**config.mk**
```make
export PLATFORM = sky130hd
export DESIGN_NAME = enc_stage2
export DESIGN_NICKNAME = d
export VERILOG_FILES = /design/src/rtl/enc_pkg.sv /design/src/rtl/enc_fifo.sv /design/src/rtl/enc_stage2.sv
export SDC_FILE = /design/constraint.sdc
export NUM_CORES = 1
export LEC_CHECK = 0
export ABC_CLOCK_PERIOD_IN_PS = 3600
export CAP_MARGIN = 40
export CORE_AREA = 2 2 83 105
export CTS_CLUSTER_SIZE = 10
export DETAILED_ROUTE_END_ITERATION = 8
export DIE_AREA = 0 0 85 107
export GPL_ROUTABILITY_DRIVEN = 0
export PLACE_DENSITY = 0.74
export SLEW_MARGIN = 15
export SYNTH_ARGS = -nofsm -noshare
export SYNTH_HDL_FRONTEND = slang
export SYNTH_SLANG_ARGS = --single-unit
```
**constraint.sdc**
```tcl
create_clock -name clk -period 3.6 [get_ports clk]
set_clock_uncertainty 0.05 [all_clocks]
set_input_delay 0.9 -clock clk [delete_from_list [all_inputs] [get_ports clk]]
set_output_delay 0.9 -clock clk [all_outputs]
set_load 0.02 [all_outputs]
```
**src/rtl/enc_pkg.sv**
```systemverilog
// Shared definitions for the encryption pipeline: word/key widths, LFSR taps
// and the small combinational helpers used by the stages.
package enc_pkg;

    localparam int WORD_W = 16;
    localparam int KEY_W  = 3;
    localparam logic [WORD_W-1:0] LFSR_TAPS = 16'hB400;

    // Rotate left by amt: the upper half of the doubled word shifted left.
    function automatic logic [WORD_W-1:0] rotl16(input logic [WORD_W-1:0] word,
                                                 input logic [KEY_W-1:0]  amt);
        logic [2*WORD_W-1:0] dbl;
        dbl = {word, word} << amt;
        return dbl[2*WORD_W-1:WORD_W];
    endfunction

    // Galois right-shift step.
    function automatic logic [WORD_W-1:0] lfsr_next(input logic [WORD_W-1:0] q);
        return q[0] ? ((q >> 1) ^ LFSR_TAPS) : (q >> 1);
    endfunction

    function automatic logic [WORD_W-1:0] static_ks(input logic [KEY_W-1:0] key);
        return {key, key, key, key, key, 1'b1};
    endfunction

endpackage

```
**src/rtl/enc_fifo.sv**
```systemverilog
// Show-ahead circular-buffer FIFO with explicit occupancy count.
// Storage resets to zero so the head reads as 0 after reset.
module enc_fifo #(
    parameter int DEPTH = 4,
    parameter int WIDTH = 16
) (
    input  logic                     clk,
    input  logic                     rst,
    input  logic                     push,
    input  logic                     pop,
    input  logic [WIDTH-1:0]         wdata,
    output logic [WIDTH-1:0]         rdata,
    output logic                     full,
    output logic                     empty,
    output logic [$clog2(DEPTH):0]   level
);

    localparam int PTR_W = $clog2(DEPTH);
    localparam int LVL_W = PTR_W + 1;

    logic [WIDTH-1:0] mem_q [DEPTH];
    logic [WIDTH-1:0] mem_d [DEPTH];
    logic [PTR_W-1:0] wr_ptr_q, wr_ptr_d;
    logic [PTR_W-1:0] rd_ptr_q, rd_ptr_d;
    logic [LVL_W-1:0] level_q, level_d;
    logic             do_push;
    logic             do_pop;

    assign empty = (level_q == '0);
    assign full  = (level_q == LVL_W'(DEPTH));
    assign level = level_q;
    assign rdata = mem_q[rd_ptr_q];

    // A full FIFO still accepts a push when the head leaves on the same edge.
    assign do_pop  = pop && !empty;
    assign do_push = push && (!full || do_pop);

    always_comb begin
        mem_d    = mem_q;
        wr_ptr_d = wr_ptr_q;
        rd_ptr_d = rd_ptr_q;
        level_d  = level_q;
        if (do_push) begin
            mem_d[wr_ptr_q] = wdata;
            wr_ptr_d        = wr_ptr_q + PTR_W'(1);
        end
        if (do_pop) begin
            rd_ptr_d = rd_ptr_q + PTR_W'(1);
        end
        case ({do_push, do_pop})
            2'b10:   level_d = level_q + LVL_W'(1);
            2'b01:   level_d = level_q - LVL_W'(1);
            default: level_d = level_q;
        endcase
    end

    always_ff @(posedge clk or posedge rst) begin
        if (rst) begin
            for (int i = 0; i < DEPTH; i++) begin
                mem_q[i] <= '0;
            end
            wr_ptr_q <= '0;
            rd_ptr_q <= '0;
            level_q  <= '0;
        end else begin
            mem_q    <= mem_d;
            wr_ptr_q <= wr_ptr_d;
            rd_ptr_q <= rd_ptr_d;
            level_q  <= level_d;
        end
    end

endmodule

```
**src/rtl/enc_stage2.sv**
```systemverilog
// Stage 2: rotate-and-XOR mix into a backpressure FIFO with sticky overflow.
// Define ENC_STAGE2_LFSR_EN to take the keystream from a Galois LFSR.
module enc_stage2
    import enc_pkg::*;
#(
    parameter int                DEPTH     = 4,
    parameter logic [WORD_W-1:0] LFSR_SEED = 16'hACE1
) (
    input  logic                   clk,
    input  logic                   rst,
    input  logic                   valid_in,
    input  logic [WORD_W-1:0]      in_data,
    input  logic [KEY_W-1:0]       key_bits,
    input  logic                   out_ready,
    output logic                   out_valid,
    output logic [WORD_W-1:0]      out_data,
    output logic                   overflow,
    output logic [$clog2(DEPTH):0] level
);

    if (DEPTH < 2 || (DEPTH & (DEPTH - 1)) != 0) begin : g_bad_depth
        $error("enc_stage2: DEPTH must be a power of two >= 2");
    end
    if (LFSR_SEED == '0) begin : g_bad_seed
        $error("enc_stage2: LFSR_SEED must be nonzero");
    end

    logic              fifo_full;
    logic              fifo_empty;
    logic              push;
    logic              pop;
    logic              drop;
    logic [WORD_W-1:0] ks;
    logic [WORD_W-1:0] mixed;
    logic              overflow_q, overflow_d;

    // Upstream has no ready, so a word arriving at a full, non-draining FIFO is lost.
    assign out_valid = !fifo_empty;
    assign pop       = out_valid && out_ready;
    assign push      = valid_in && (!fifo_full || pop);
    assign drop      = valid_in && fifo_full && !pop;
    assign mixed     = rotl16(in_data, key_bits) ^ ks;

`ifdef ENC_STAGE2_LFSR_EN
    logic [WORD_W-1:0] lfsr_q, lfsr_d;

    // The keystream only moves on words actually stored, so drops do not desync it.
    always_comb begin
        lfsr_d = lfsr_q;
        if (push) begin
            lfsr_d = lfsr_next(lfsr_q);
        end
    end

    always_ff @(posedge clk or posedge rst) begin
        if (rst) begin
            lfsr_q <= LFSR_SEED;
        end else begin
            lfsr_q <= lfsr_d;
        end
    end

    assign ks = lfsr_q;
`else
    assign ks = static_ks(key_bits);
`endif

    always_comb begin
        overflow_d = overflow_q;
        if (drop) begin
            overflow_d = 1'b1;
        end
    end

    always_ff @(posedge clk or posedge rst) begin
        if (rst) begin
            overflow_q <= 1'b0;
        end else begin
            overflow_q <= overflow_d;
        end
    end

    assign overflow = overflow_q;

    enc_fifo #(
        .DEPTH (DEPTH),
        .WIDTH (WORD_W)
    ) u_fifo (
        .clk   (clk),
        .rst   (rst),
        .push  (push),
        .pop   (pop),
        .wdata (mixed),
        .rdata (out_data),
        .full  (fifo_full),
        .empty (fifo_empty),
        .level (level)
    );

endmodule
```
==> results.yml <==
floorplan:
  die_width_um: 85
  ioPinCount: 44
  core.rowCount: 37
  start_util: 0.4883
  floorplan.die_area_um2: 9095
  floorplan.core_area_um2: 8102
  dieHeight_um: 107
setup_path:
  path_depth_of_the_worst_reg2reg_path: 9
  worst_path_largest_cell_delay_ps: 570
  crit_path_top_delay_cell: "sky130_fd_sc_hd__mux4_2"
  crit_path_start_kind: "flop"
  critical_setup_path_kind: "flop to output port"
  required_ps: 2650
  worst_setup_path_end_kind: "output port"
  worst_reg_to_reg_setup_slack_ps: 1280
  critPathMaxFanout: 18
  cp_cell_sequence: "buf_4 > mux4_2 > clkdlybuf4s50_1"
  timing.rr.end: "u_fifo.level[2]"
  worstPathArrival_ps: 2110
  crit-reg2reg-launch: "u_fifo.level[0]"
clock_network:
  tritoncts.num_buffers: 9
  tritoncts: "yes"
  post_cts_resized: 0
  clk_transition_reported_paths_ps: 70
  clock_buffer_depth: 2
  cts_root_buf: "sky130_fd_sc_hd__clkbuf_8"
  hold_fix_buffers_at_cts: 0
  worst_skew_pair.late_latency_ps: 340
  clock_sink_count: 72
  cts.repair_timing.setup_buffer_count: 0
  htree_levels: 3
timing:
  finalCritPeriodShare: 0.8513
  finalWorstPathRequiredPeriod_ps: 3065
  grt_setup_unrepaired: "false"
  timing.max_slew.rel_slack: 0.4854
  slew_violations: 0
  finalHoldViolCount: 0
  worst_slew_pin_slew_ps: 770.8
  max_freq_ghz: 0.3263
  count_of_endpoints_failing_setup_in_the_final_report: 0
  final.setup.tns_ps: 0
  hold_slack_ps: 409.9
route:
  drt_first_pass_iters: 4
  wirelength_mm: 7.296
  via_count: 2259
  avgViaCountPerCell: 5.619
  post-route-drc-count: 0
  wire_per_inst_um: 18.15
  drt_iter0_drc: 71
  postRouteAntennaNets: 0
power_and_ir_drop:
  power.density_cell_area_nw_per_um2: 870.0
  vdd.ir_drop.worst_v: 0.0004902
  power.static_leakage_nw: 1.972
finish:
  fillCellCount: 662
  finalNetCount: 330
  antenna_cells: 0
  area_grow_syn2layout_pct: 16.89
  drive_above_1_share: 0.4361
  multi_input_logic_area_um2: 1968
  ff_latch_area_um2: 1802
logic_synthesis:
  synthDominantAreaCellType: "sky130_fd_sc_hd__dfrtp_1"
  seq_cells_post_synth: 72
  syn_avg_cell_area_um2: 15.51
  yosys_warnings: 0
  synth_top_cells_by_area: "sky130_fd_sc_hd__dfrtp_1 46%, sky130_fd_sc_hd__mux2_2 17%, sky130_fd_sc_hd__mux4_2 17%, sky130_fd_sc_hd__mux2i_1 3.8%, sky130_fd_sc_hd__mux2i_2 2.1%"
  postSynthNetCount: 284
  synth.yosys.seq_area_share: 0.4554
  yosys.area.top_type_share: 0.4554
  synthesis.area_um2: 3956
  syn_inst: 255
  synth_cell_types: 29
placed_design:
  detailedPlacementHpwl_mm: 5.259
  io_buffer_count: 43
status:
  run_status: "finished clean"
min_path:
  holdPathStages: 1
  min_path_type: "flop to flop"
  min_delay_worst_endpoint: "overflow"
  hold_path_startpoint: "overflow"
grt:
  antenna_found_initial: 0
  overall_routing_resource_usage: 0.1750
  grt.overflow.total: 0
  grt_pass1_vias: 2415
  global_route_wire_length_before_repair_mm: 12.16
  grt_max_degree: 38
flow_run:
  max-cap-violations: 0
## synth_stat cells
library cell,instances
sky130_fd_sc_hd__a21o_1,1
sky130_fd_sc_hd__a21oi_1,1
sky130_fd_sc_hd__and2_1,1
sky130_fd_sc_hd__buf_12,2
sky130_fd_sc_hd__buf_2,6
sky130_fd_sc_hd__buf_4,4
sky130_fd_sc_hd__buf_6,1
sky130_fd_sc_hd__clkbuf_1,3
sky130_fd_sc_hd__dfrtp_1,72
sky130_fd_sc_hd__fa_1,1
sky130_fd_sc_hd__ha_1,5
sky130_fd_sc_hd__inv_1,16
sky130_fd_sc_hd__inv_2,1
sky130_fd_sc_hd__mux2_1,5
sky130_fd_sc_hd__mux2_2,61
sky130_fd_sc_hd__mux2_4,1
sky130_fd_sc_hd__mux2i_1,15
sky130_fd_sc_hd__mux2i_2,6
sky130_fd_sc_hd__mux4_2,30
sky130_fd_sc_hd__nand2_1,2
sky130_fd_sc_hd__nand2_2,4
sky130_fd_sc_hd__nor2_1,2
sky130_fd_sc_hd__nor2b_1,1
sky130_fd_sc_hd__nor4b_1,1
sky130_fd_sc_hd__o21ai_0,1
sky130_fd_sc_hd__or3_1,1
sky130_fd_sc_hd__xnor2_1,3
sky130_fd_sc_hd__xnor2_2,5
sky130_fd_sc_hd__xor2_1,3
## registers in the layout, summed over array words and instances, names as in the netlist
signal,flops
u_fifo.mem_q,64
u_fifo.level,3
u_fifo.rd_ptr_q,2
u_fifo.wr_ptr_q,2
overflow,1
## layer usage
layer	vias to the layer above	routed length (um)	GRT usage
met5	-	0	0
met4	0	119	0.06236
met3	8	214	0.03695
met2	37	3850	0.2991
met1	1185	3112	0.2193
li1	1029	-	-
## worst max path at each step
stage | slack, ps | end | startpoint
final | 540 | out_data[9] | u_fifo.rd_ptr_q[0]
after CTS | 480 | out_data[0] | u_fifo.rd_ptr_q[0]
after detailed placement | 410 | u_fifo.level[2] | out_ready
after floorplan | 830 | overflow | rst
after global placement | 520 | u_fifo.level[2] | out_ready
after global routing | 410 | out_data[9] | u_fifo.rd_ptr_q[0]
## stage by stage
step / cell area [um2] / cells / util / total power, mW / setup WS, ps
after floorplan: 3956 / 255 / - / 2.820 / 825.1
after global routing: 4624 / 402 / 0.5708 / 4.275 / 405.9
after global placement: 4453 / 387 / 0.5497 / 3.434 / 517.9
after CTS: 4624 / 402 / 0.5708 / 4.073 / 475.7
final: 4624 / 402 / 0.5708 / 4.023 / 535.4
after detailed placement: 4453 / 387 / 0.5497 / 3.505 / 407.3
## placed cells by master, fill, tap and decap left out, drive strengths merged, types with 2 or more instances in the layout
master	instances
nor2	2
xnor2	8
ha	5
xor2	3
clkdlybuf4s50	42
mux4	30
clkbuf	11
mux2i	21
nand2	6
dfrtp	72
mux2	67
clkinv	4
buf	9
inv	17
## layout make-up
| class | count | share of cell area |
|---|---|---|
| flip-flops and latches | 72 | 0.3896 |
| inverters | 17 | 0.01380 |
| well taps | 97 | 0.02624 |
| multi-input cells | 150 | 0.4256 |
| clock inverters | 4 | 0.004329 |
| repair buffers | 51 | 0.1077 |
| clock buffers | 11 | 0.03274 |
## where the power goes
part           internal (mW)  switching (mW)
combinational           1.15           0.848
clock                  0.279           0.283
sequential              1.23           0.230
total                   2.66            1.36
## critical path: cells and delay by family (launching register included)
family	cells	cell delay (ps)
mux	1	570
buf+inv	2	890
flops	1	330
## cells by family after synthesis
logic type	count (synthesis)	share of synthesized area
xor+xnor	11	0.03384
fa+ha+maj	6	0.02087
flops	72	0.4554
mux	118	0.4213
buf+inv	33	0.04712
compound gates	3	0.004426
simple gates	12	0.01708
Note: power is estimated with default switching activity, not from simulation.
